<file path="config.mk">
export PLATFORM = sky130hd
export DESIGN_NAME = e203_exu_decq_flat
export DESIGN_NICKNAME = d
export VERILOG_FILES = /design/src/rtl/e203_exu_decq_pkg.sv /design/src/rtl/e203_exu_decq_if.sv /design/src/rtl/e203_exu_decq_b2b.sv /design/src/rtl/e203_exu_decq.sv /design/src/flat_wrapper.sv
export SDC_FILE = /design/constraint.sdc
export NUM_CORES = 1
export LEC_CHECK = 0
export BUFFER_PORTS_ARGS = -buffer_cell sky130_fd_sc_hd__buf_2
export CAP_MARGIN = 20
export CORE_ASPECT_RATIO = 1.75
export CORE_UTILIZATION = 47
export DETAILED_ROUTE_END_ITERATION = 6
export HOLD_SLACK_MARGIN = 0.02
export PLACE_DENSITY = 0.82
export SKIP_LAST_GASP = 1
export SLEW_MARGIN = 30
export SYNTH_ARGS = -nofsm -noshare
export SYNTH_HDL_FRONTEND = slang
export SYNTH_HIERARCHICAL = 1
export SYNTH_SLANG_ARGS = --single-unit
export TNS_END_PERCENT = 50
</file>
<file path="constraint.sdc">
create_clock -name clk -period 6.3 [get_ports clk]
set_input_delay 1.26 -clock clk [delete_from_list [all_inputs] [get_ports clk]]
set_output_delay 1.26 -clock clk [all_outputs]
set_load 0.02 [all_outputs]
</file>
<file path="src/rtl/e203_exu_decq_pkg.sv">
// Shared decode constants, MUL/DIV class encoding and the fusion-history record.
package e203_exu_decq_pkg;

  localparam logic [6:0] OPCODE_OP     = 7'b0110011;
  localparam logic [6:0] FUNCT7_MULDIV = 7'b0000001;

  typedef enum logic [2:0] {
    F3_MUL    = 3'b000,
    F3_MULH   = 3'b001,
    F3_MULHSU = 3'b010,
    F3_MULHU  = 3'b011,
    F3_DIV    = 3'b100,
    F3_DIVU   = 3'b101,
    F3_REM    = 3'b110,
    F3_REMU   = 3'b111
  } muldiv_f3_e;

  // Fields of the most recently popped instruction; hv marks a usable MUL/DIV
  typedef struct packed {
    logic       hv;
    muldiv_f3_e funct3;
    logic [4:0] rs1;
    logic [4:0] rs2;
    logic [4:0] rd;
  } hist_t;

  function automatic logic is_muldiv(input logic [31:0] instr);
    return (instr[1:0] == 2'b11) && (instr[6:0] == OPCODE_OP) &&
           (instr[31:25] == FUNCT7_MULDIV);
  endfunction

endpackage

</file>
<file path="src/rtl/e203_exu_decq_if.sv">
// Upstream (IR stage) and downstream (decoder) handshake bundle of the decode queue.
interface e203_exu_decq_if #(
  parameter int INSTR_W = 32,
  parameter int PC_W    = 32
);
  logic               i_valid;
  logic               i_ready;
  logic [INSTR_W-1:0] i_instr;
  logic [PC_W-1:0]    i_pc;
  logic               i_prdt_taken;
  logic               i_misalgn;
  logic               i_buserr;
  logic               o_valid;
  logic               o_ready;
  logic [INSTR_W-1:0] o_instr;
  logic [PC_W-1:0]    o_pc;
  logic               o_prdt_taken;
  logic               o_misalgn;
  logic               o_buserr;
  logic               o_rv32;
  logic               o_muldiv_b2b;

  // Queue side
  modport slave (
    input  i_valid, i_instr, i_pc, i_prdt_taken, i_misalgn, i_buserr, o_ready,
    output i_ready, o_valid, o_instr, o_pc, o_prdt_taken, o_misalgn, o_buserr,
           o_rv32, o_muldiv_b2b
  );

  // Producer/consumer side
  modport master (
    output i_valid, i_instr, i_pc, i_prdt_taken, i_misalgn, i_buserr, o_ready,
    input  i_ready, o_valid, o_instr, o_pc, o_prdt_taken, o_misalgn, o_buserr,
           o_rv32, o_muldiv_b2b
  );
endinterface

</file>
<file path="src/rtl/e203_exu_decq_b2b.sv">
// Head-entry MUL/DIV pre-decode: fusion flag against history and next history value.
module e203_exu_decq_b2b
  import e203_exu_decq_pkg::*;
(
  input  logic [31:0] instr,
  input  logic        head_valid,
  input  logic        head_misalgn,
  input  logic        head_buserr,
  input  hist_t       hist,
  input  logic        dbg_mode,
  output logic        b2b,
  output hist_t       hist_next
);

  logic       head_md;
  muldiv_f3_e head_f3;
  logic [4:0] rs1;
  logic [4:0] rs2;
  logic [4:0] rd;
  logic       pair_ok;

  // Field extraction of the head instruction
  always_comb begin
    head_md = is_muldiv(instr);
    head_f3 = muldiv_f3_e'(instr[14:12]);
    rs1     = instr[19:15];
    rs2     = instr[24:20];
    rd      = instr[11:7];
  end

  // Legal (previous, head) class pairs: high-half mul -> MUL, DIV -> REM, DIVU -> REMU
  always_comb begin
    pair_ok = 1'b0;
    case (hist.funct3)
      F3_MULH, F3_MULHSU, F3_MULHU: pair_ok = (head_f3 == F3_MUL);
      F3_DIV:                       pair_ok = (head_f3 == F3_REM);
      F3_DIVU:                      pair_ok = (head_f3 == F3_REMU);
      default:                      pair_ok = 1'b0;
    endcase
  end

  // Fusion flag; the previous result must not overwrite either shared source
  always_comb begin
    b2b = head_valid && !dbg_mode && hist.hv && head_md &&
          (rs1 == hist.rs1) && (rs2 == hist.rs2) &&
          (hist.rd != hist.rs1) && (hist.rd != hist.rs2) && pair_ok;
  end

  // History candidate; a faulting or non-MUL/DIV pop breaks any pairing
  always_comb begin
    hist_next.hv     = head_md && !head_misalgn && !head_buserr;
    hist_next.funct3 = head_f3;
    hist_next.rs1    = rs1;
    hist_next.rs2    = rs2;
    hist_next.rd     = rd;
  end

endmodule

</file>
<file path="src/rtl/e203_exu_decq.sv">
// Decode-side instruction queue between the IFU IR stage and the EXU decoder.
module e203_exu_decq
  import e203_exu_decq_pkg::*;
#(
  parameter  int DEPTH   = 2,
  parameter  int INSTR_W = 32,
  parameter  int PC_W    = 32,
  localparam int CNT_W   = $clog2(DEPTH + 1)
) (
  input  logic              clk,
  input  logic              rst,
  input  logic              flush,
  input  logic              dbg_mode,
  e203_exu_decq_if.slave    bus,
  output logic [CNT_W-1:0]  o_count
);

  localparam int PTR_W = (DEPTH > 1) ? $clog2(DEPTH) : 1;

  logic [INSTR_W-1:0] instr_mem [DEPTH];
  logic [PC_W-1:0]    pc_mem    [DEPTH];
  logic [2:0]         flag_mem  [DEPTH];   // {prdt_taken, misalgn, buserr}

  logic [PTR_W-1:0] rd_ptr;
  logic [PTR_W-1:0] wr_ptr;
  logic [CNT_W-1:0] count;
  logic             full;
  logic             empty;
  logic             push;
  logic             pop;
  logic [2:0]       head_flags;
  hist_t            hist_q;
  hist_t            hist_next;

  // Non-power-of-two depths wrap by explicit compare
  function automatic logic [PTR_W-1:0] ptr_inc(input logic [PTR_W-1:0] p);
    return (p == PTR_W'(DEPTH - 1)) ? '0 : p + 1'b1;
  endfunction

  // Occupancy status and handshake qualification; flush suppresses both transfers
  always_comb begin
    full  = (count == CNT_W'(DEPTH));
    empty = (count == '0);
    push  = bus.i_valid && !full && !flush;
    pop   = !empty && bus.o_ready && !flush;
  end

  // Pointer, occupancy and history state
  always_ff @(posedge clk or posedge rst) begin
    if (rst) begin
      rd_ptr <= '0;
      wr_ptr <= '0;
      count  <= '0;
      hist_q <= '0;
    end else if (flush) begin
      rd_ptr <= '0;
      wr_ptr <= '0;
      count  <= '0;
      hist_q <= '0;
    end else begin
      if (push) wr_ptr <= ptr_inc(wr_ptr);
      if (pop) begin
        rd_ptr <= ptr_inc(rd_ptr);
        hist_q <= hist_next;
      end
      case ({push, pop})
        2'b10:   count <= count + 1'b1;
        2'b01:   count <= count - 1'b1;
        default: count <= count;
      endcase
    end
  end

  // Payload storage, written at the tail; intentionally not reset
  always_ff @(posedge clk) begin
    if (push) begin
      instr_mem[wr_ptr] <= bus.i_instr;
      pc_mem[wr_ptr]    <= bus.i_pc;
      flag_mem[wr_ptr]  <= {bus.i_prdt_taken, bus.i_misalgn, bus.i_buserr};
    end
  end

  // Head presentation; i_ready comes from registered occupancy only
  always_comb begin
    head_flags       = flag_mem[rd_ptr];
    bus.i_ready      = !full;
    bus.o_valid      = !empty;
    bus.o_instr      = instr_mem[rd_ptr];
    bus.o_pc         = pc_mem[rd_ptr];
    bus.o_prdt_taken = head_flags[2];
    bus.o_misalgn    = head_flags[1];
    bus.o_buserr     = head_flags[0];
    bus.o_rv32       = (bus.o_instr[1:0] == 2'b11);
    o_count          = count;
  end

  e203_exu_decq_b2b u_b2b (
    .instr        (bus.o_instr[31:0]),
    .head_valid   (!empty),
    .head_misalgn (head_flags[1]),
    .head_buserr  (head_flags[0]),
    .hist         (hist_q),
    .dbg_mode     (dbg_mode),
    .b2b          (bus.o_muldiv_b2b),
    .hist_next    (hist_next)
  );

endmodule

</file>
<file path="src/flat_wrapper.sv">
// flat-port wrapper written by rule: the top's interface ports become plain ports
module e203_exu_decq_flat import e203_exu_decq_pkg::*;
#(
  parameter  int DEPTH   = 2,
  parameter  int INSTR_W = 32,
  parameter  int PC_W    = 32,
  localparam int CNT_W   = $clog2(DEPTH + 1)
)
  (clk, rst, flush, dbg_mode, o_count, bus_i_valid, bus_i_instr, bus_i_pc, bus_i_prdt_taken, bus_i_misalgn, bus_i_buserr, bus_o_ready, bus_i_ready, bus_o_valid, bus_o_instr, bus_o_pc, bus_o_prdt_taken, bus_o_misalgn, bus_o_buserr, bus_o_rv32, bus_o_muldiv_b2b);
  e203_exu_decq_if #(.INSTR_W(INSTR_W), .PC_W(PC_W)) bus_i ();
  input  logic clk;
  input  logic rst;
  input  logic flush;
  input  logic dbg_mode;
  output logic [CNT_W-1:0] o_count;
  input wire logic [$bits(bus_i.i_valid)-1:0] bus_i_valid;
  input wire logic [$bits(bus_i.i_instr)-1:0] bus_i_instr;
  input wire logic [$bits(bus_i.i_pc)-1:0] bus_i_pc;
  input wire logic [$bits(bus_i.i_prdt_taken)-1:0] bus_i_prdt_taken;
  input wire logic [$bits(bus_i.i_misalgn)-1:0] bus_i_misalgn;
  input wire logic [$bits(bus_i.i_buserr)-1:0] bus_i_buserr;
  input wire logic [$bits(bus_i.o_ready)-1:0] bus_o_ready;
  output wire logic [$bits(bus_i.i_ready)-1:0] bus_i_ready;
  output wire logic [$bits(bus_i.o_valid)-1:0] bus_o_valid;
  output wire logic [$bits(bus_i.o_instr)-1:0] bus_o_instr;
  output wire logic [$bits(bus_i.o_pc)-1:0] bus_o_pc;
  output wire logic [$bits(bus_i.o_prdt_taken)-1:0] bus_o_prdt_taken;
  output wire logic [$bits(bus_i.o_misalgn)-1:0] bus_o_misalgn;
  output wire logic [$bits(bus_i.o_buserr)-1:0] bus_o_buserr;
  output wire logic [$bits(bus_i.o_rv32)-1:0] bus_o_rv32;
  output wire logic [$bits(bus_i.o_muldiv_b2b)-1:0] bus_o_muldiv_b2b;
  assign bus_i.i_valid = bus_i_valid;
  assign bus_i.i_instr = bus_i_instr;
  assign bus_i.i_pc = bus_i_pc;
  assign bus_i.i_prdt_taken = bus_i_prdt_taken;
  assign bus_i.i_misalgn = bus_i_misalgn;
  assign bus_i.i_buserr = bus_i_buserr;
  assign bus_i.o_ready = bus_o_ready;
  assign bus_i_ready = bus_i.i_ready;
  assign bus_o_valid = bus_i.o_valid;
  assign bus_o_instr = bus_i.o_instr;
  assign bus_o_pc = bus_i.o_pc;
  assign bus_o_prdt_taken = bus_i.o_prdt_taken;
  assign bus_o_misalgn = bus_i.o_misalgn;
  assign bus_o_buserr = bus_i.o_buserr;
  assign bus_o_rv32 = bus_i.o_rv32;
  assign bus_o_muldiv_b2b = bus_i.o_muldiv_b2b;
  e203_exu_decq #(.DEPTH(DEPTH), .INSTR_W(INSTR_W), .PC_W(PC_W)) u_core (.clk(clk), .rst(rst), .flush(flush), .dbg_mode(dbg_mode), .bus(bus_i), .o_count(o_count));
endmodule
</file>
==> results.ini, run 1 <==
[pwr]
power_density_mw_per_mm2 = 323.7
clkPwrFrac = 0.421
power.internal_mw = 1.915
switchingPower_mw = 0.5983
share_comb_of_total_power = 0.103
power_mw = 2.513
ir_drop_mv = 0.2714
netSwitchingFraction = 0.2381
p_leak_nw = 2.910
power_frac_seq = 0.476

[timing]
max_freq_mhz = 214.6
worst_slew_pin_slew_ns = 0.9388
rsz0062_at_grt = no
final_hold_viol_count = 0
whs_ns = 0.5429
post-route-period-util = 0.7396
maxSlewViolCount = 0
setup_ws_ns = 1.640
final.min_clock_period_ns = 4.660
slew_headroom = 0.3741
setup_tns_ns = 0
skew_ns = 0.008339
setup_viol = 0

[routing]
drc = 0
via_per_inst = 5.027
detail-route-antenna-nets = 0
initialDrtViolationCount = 180
vias = 3554
drt_pass1_iterations = 6
wl_per_cell_um = 17.70
wl_mm = 12.51

[yosys]
synth-main-ff-cell = edfxtp_1
ys_types = 39
synth_edf_count = 134
ys_ff_latch = 157
yosysSeqAreaShare = 0.7194
async_reset_ff_frac = 0.1465
synthDominantCellAreaShare = 0.6294
syn_avg_cell_area_um2 = 16.69
yosysTopAreaCell = edfxtp_1
synth_fp_nets = 456
syn_area_mm2 = 0.006394
synth_cells = 383
yosys-top-cells-area = edfxtp_1 63%, mux2_2 12%, dfrtp_1 9.0%
ys.warnings.count = 6

[cts]
cts_sinks = 157
cts_root_buf = clkbuf_16
htreeDepth = 4
post_cts.repair.setup_buffers = 0
cts_resized = 0
insertion_delay_ns = 0.41
numCtsBuffers = 17
cts_max_path_buffers = 2
path_clk_slew_ns = 0.06
ctsHoldBuffers = 0
cts_tree = yes

[grt]
grt_max_degree = 68
overflow = 0
grt_pass1_wl_mm = 19.59
grt_use_total = 0.1866
first_global_vias = 3820
antenna_found_initial = 4

[run]
drv_cap = 0

[final_layout]
seq_area_mm2 = 0.004601
fillers = 1084
final_common_cell = buf_2
area_delta_synth_final_pct = 21.43
final_util = 0.5832
layout_common_cells = 145 x buf_2, 134 x edfxtp_1, 67 x mux2_2, 31 x nand2_1, 22 x dfrtp_1
drive_above_1_share = 0.5198
multi_input_area_mm2 = 0.001553
num-nets-final = 589

[floorplan]
die_h_um = 156.3
die_area_mm2 = 0.01409
floorplan.initialDensity = 0.4803
fp.coreArea_mm2 = 0.01331
fp-row-count = 56
die_x_um = 90.17
ios = 146

[placed_design]
io_buffer_count = 145
dpl.hpwl_mm = 8.505
globalplace.congestion = 0.7265
pre_cts_ws_ns = 2.081

[worst_setup_path]
worstPathMaxFanout = 37
worstPathArrival_ns = 3.40
r2r_cells = 6
cp_data_required_time_ns = 5.04
crit_path_start_kind = flip-flop
cp-end-kind = primary output
path_class = flip-flop to primary output

[run_status]
outcome = completed

[min_path]
hold-path-cell-count = 2
hold_path.class = flip-flop to flip-flop

## final cells by class
cell class                      instances  area share
Antenna cell                            4    0.001289
Inverter                                3    0.001450
Timing Repair Buffer                  148     0.09637
Tap cell                              174     0.02804
Clock inverter                         15     0.02546
Clock buffer                           17     0.05479
Sequential cell                       157      0.5926
Multi-Input combinational cell        189      0.2000
## cell families after synthesis
family                 after synthesis  share of synthesized area
flip-flops                         157                     0.7194
multiplexers                        68                     0.1196
buffers and inverters               37                    0.04031
XOR/XNOR                            22                    0.03014
AND/OR/NAND/NOR                     67                    0.05538
AO/OA/AOI/OAI                       32                    0.03522
## worst paths after layout
path	slack, ns	startpoint	end
setup / recovery	1.64	u_core/rd_ptr	bus_o_muldiv_b2b
hold / removal	0.54	u_core/hist_q[18]	u_core/hist_q[18]
setup reg to reg	3.79	u_core/rd_ptr	u_core/hist_q[18]
hold reg to reg	0.54	u_core/hist_q[18]	u_core/hist_q[18]
max in group asynchronous	5.06	rst	u_core/rd_ptr
min in group asynchronous	0.87	rst	u_core/o_count[1]
## stage by stage
step / std cells / cell area, um2
3_5_place_dp: 671 / 7131
2_1_floorplan: 383 / 6399
5_1_grt: 706 / 7761
4_1_cts: 703 / 7754
6_report: 707 / 7764
3_3_place_gp: 671 / 7131
## critical path: stages, from the launching register on
cell and delay (ns):
dfrtp_2 0.88, buf_4 0.54, mux2_2 0.43, nor4_1 0.27, o21a_1 0.16, o2111ai_1 0.10
nor4_1 0.32, buf_2 0.24
## registers in the layout, summed over array words and instances, names as in the netlist
name	cells
u_core/flag_mem	6
u_core/hist_q	19
u_core/instr_mem	64
u_core/o_count	2
u_core/pc_mem	64
u_core/rd_ptr	1
u_core/wr_ptr	1
## power by group through the flow
stage / clock network, mW / logic, mW / registers (mW)
after floorplan: 0 / 0.191 / 1.21
after global placement: 0 / 0.256 / 1.22
after detailed placement: 0 / 0.262 / 1.22
after CTS: 1.08 / 0.263 / 1.20
after global routing: 1.12 / 0.278 / 1.20
final: 1.06 / 0.259 / 1.20
## synthesized netlist by cell type, types with 4 or more instances
cell and instances:
a21oi_1 13, a21oi_2 10, buf_2 10, buf_4 19
dfrtp_1 23, edfxtp_1 134, mux2_2 67, nand2_1 31
nand2_2 10, nand3_1 4, xnor2_1 12, xor2_1 10
## per-layer routing
| layer | global-route usage | wire length, um |
|---|---|---|
| met1 | 0.1842 | 4350 |
| met2 | 0.3471 | 7123 |
| met3 | 0.04859 | 536 |
| met4 | 0.1106 | 503 |
| met5 | 0 | 0 |
Note: power is estimated with default switching activity, not from simulation.
==> run 2: changes to the inputs <==
Settings changed: ABC_AREA set to 1, PLACE_DENSITY 0.82 to 0.79.
Clock period 6.3 ns to 4.8 ns, I/O delays scaled along.
==> results.ini, run 2 <==
[routing]
initialDrtViolationCount = 272
wl_per_cell_um = 14.03
drc = 0
vias = 4376
wl_mm = 12.88
detail-route-antenna-nets = 0
drt_pass1_iterations = 4
via_per_inst = 4.767

[cts]
htreeDepth = 4
post_cts.repair.setup_buffers = 0
cts_sinks = 157
cts_root_buf = clkbuf_16
cts_tree = yes
path_clk_slew_ns = 0.07
insertion_delay_ns = 0.41
ctsHoldBuffers = 0
numCtsBuffers = 17
cts_max_path_buffers = 2
cts_resized = 0

[timing]
worst_slew_pin_slew_ns = 0.9234
final_hold_viol_count = 0
post-route-period-util = 0.7282
setup_tns_ns = 0
maxSlewViolCount = 0
setup_viol = 0
max_freq_mhz = 286.1
slew_headroom = 0.3844
whs_ns = 0.5201
skew_ns = 0.008096
rsz0062_at_grt = no
final.min_clock_period_ns = 3.495

[floorplan]
die_h_um = 157.4
fp.coreArea_mm2 = 0.01345
floorplan.initialDensity = 0.4823
die_area_mm2 = 0.01430
fp-row-count = 56
ios = 146
die_x_um = 90.82

[run]
drv_cap = 0

[yosys]
yosys-top-cells-area = edfxtp_1 62%, nand2_1 17%, dfrtp_1 8.9%
syn_avg_cell_area_um2 = 10.80
ys.warnings.count = 6
syn_area_mm2 = 0.006489
synth-main-ff-cell = edfxtp_1
yosysTopAreaCell = edfxtp_1
synth_edf_count = 134
synth_cells = 601
yosysMostFrequentCell = nand2_1
ys_types = 24
ys_ff_latch = 157
yosysSeqAreaShare = 0.7088
synthDominantCellAreaShare = 0.6201
async_reset_ff_frac = 0.1465
synth_fp_nets = 674
ys_top_cells_by_count = 292 x nand2_1, 134 x edfxtp_1, 32 x inv_1

[placed_design]
globalplace.congestion = 0.8504
io_buffer_count = 145
dpl.cell_count = 885
dpl_cell_area_mm2 = 0.007238
dpl.hpwl_mm = 8.811

[final_layout]
fin_cells = 918
num-nets-final = 803
fillers = 1132
area_delta_synth_final_pct = 20.54
fin_area_mm2 = 0.007821
drive_above_1_share = 0.2638
layout_common_cells = 292 x nand2_1, 145 x buf_2, 134 x edfxtp_1, 29 x inv_1, 26 x nor2_1
reg_top3 = u_core/instr_mem (64), u_core/pc_mem (64), u_core/hist_q (19)
final_common_cell = nand2_1

[grt]
overflow = 0
first_global_vias = 4218
antenna_found_initial = 1
grt_use_total = 0.1867
grt_pass1_wl_mm = 20.21
grt_max_degree = 70

[pwr]
power_mw = 4.159
power_density_mw_per_mm2 = 531.7
p_leak_nw = 3.545
ir_drop_mv = 0.2963

[run_status]
outcome = completed

[worst_setup_path]
worstPathMaxFanout = 39
worstPathArrival_ns = 2.54
path_class = flip-flop to primary output
cp_data_required_time_ns = 3.84
crit_path_start_kind = flip-flop
cp-end-kind = primary output

[min_path]
hold_path.class = flip-flop to flip-flop

[run 2: cell type report]
type,instances,area [um2],share of cell area
Sequential cell,157,4601,0.5882
Timing Repair Buffer,149,755.7,0.09662
Tap cell,174,217.7,0.02784
Clock inverter,15,155.1,0.01984
Clock buffer,17,425.4,0.05439
Inverter,36,135.1,0.01728
Multi-Input combinational cell,369,1529,0.1955
Antenna cell,1,2.502,0.0003199
[run 2: path summary, 6_finish.rpt]
check	startpoint	to	slack (ns)	cells after the start
max	u_core/rd_ptr	bus_o_muldiv_b2b	1.30	11
min	u_core/hist_q[18]	u_core/hist_q[18]	0.52	2
max in group asynchronous	rst	u_core/rd_ptr	3.85	2
min in group asynchronous	rst	u_core/hist_q[14]	0.58	2
min reg2reg	u_core/hist_q[18]	u_core/hist_q[18]	0.52	2
max reg2reg	u_core/o_count[0]	u_core/instr_mem[0][18]	2.50	7
[run 2: kinds of logic after synthesis]
family / Yosys count / share of synthesized area
and+or+nand+nor: 355 / 0.2181
AOI/OAI and AO/OA: 7 / 0.006363
xor gates and xnor gates: 7 / 0.009449
buffers and inverters: 75 / 0.05727
DFF: 157 / 0.7088
[run 2: critical path: stages (launching register included)]
cell and delay (ns):
dfrtp_2 0.41, inv_2 0.49, or2_2 0.21, o21ai_0 0.11
inv_1 0.12, nand2_1 0.06, inv_1 0.05, nand4_1 0.12
nor2_1 0.15, nand3_1 0.11, nor2_1 0.12, buf_2 0.17
[run 2: stage by stage]
stage / worst slack (ns) / utilization
4_1_cts: 1.270 / 0.5812
3_5_place_dp: 1.728 / 0.5380
5_1_grt: 1.089 / 0.5814
6_report: 1.305 / 0.5814
2_1_floorplan: 0.7293 / -
3_3_place_gp: 1.734 / 0.5380
[run 2: power breakdown]
group	internal (mW)	switching, mW	total (mW)
combinational	0.336	0.836	1.17
sequential	1.63	0.0656	1.70
clock	0.734	0.554	1.29
[run 2: metal layers]
metal	vias up	routed length (um)	track usage
met5	-	0	0
met4	0	480	0.1005
met3	30	665	0.04783
met2	144	6990	0.3362
met1	2010	4748	0.1992
li1	2192	-	-
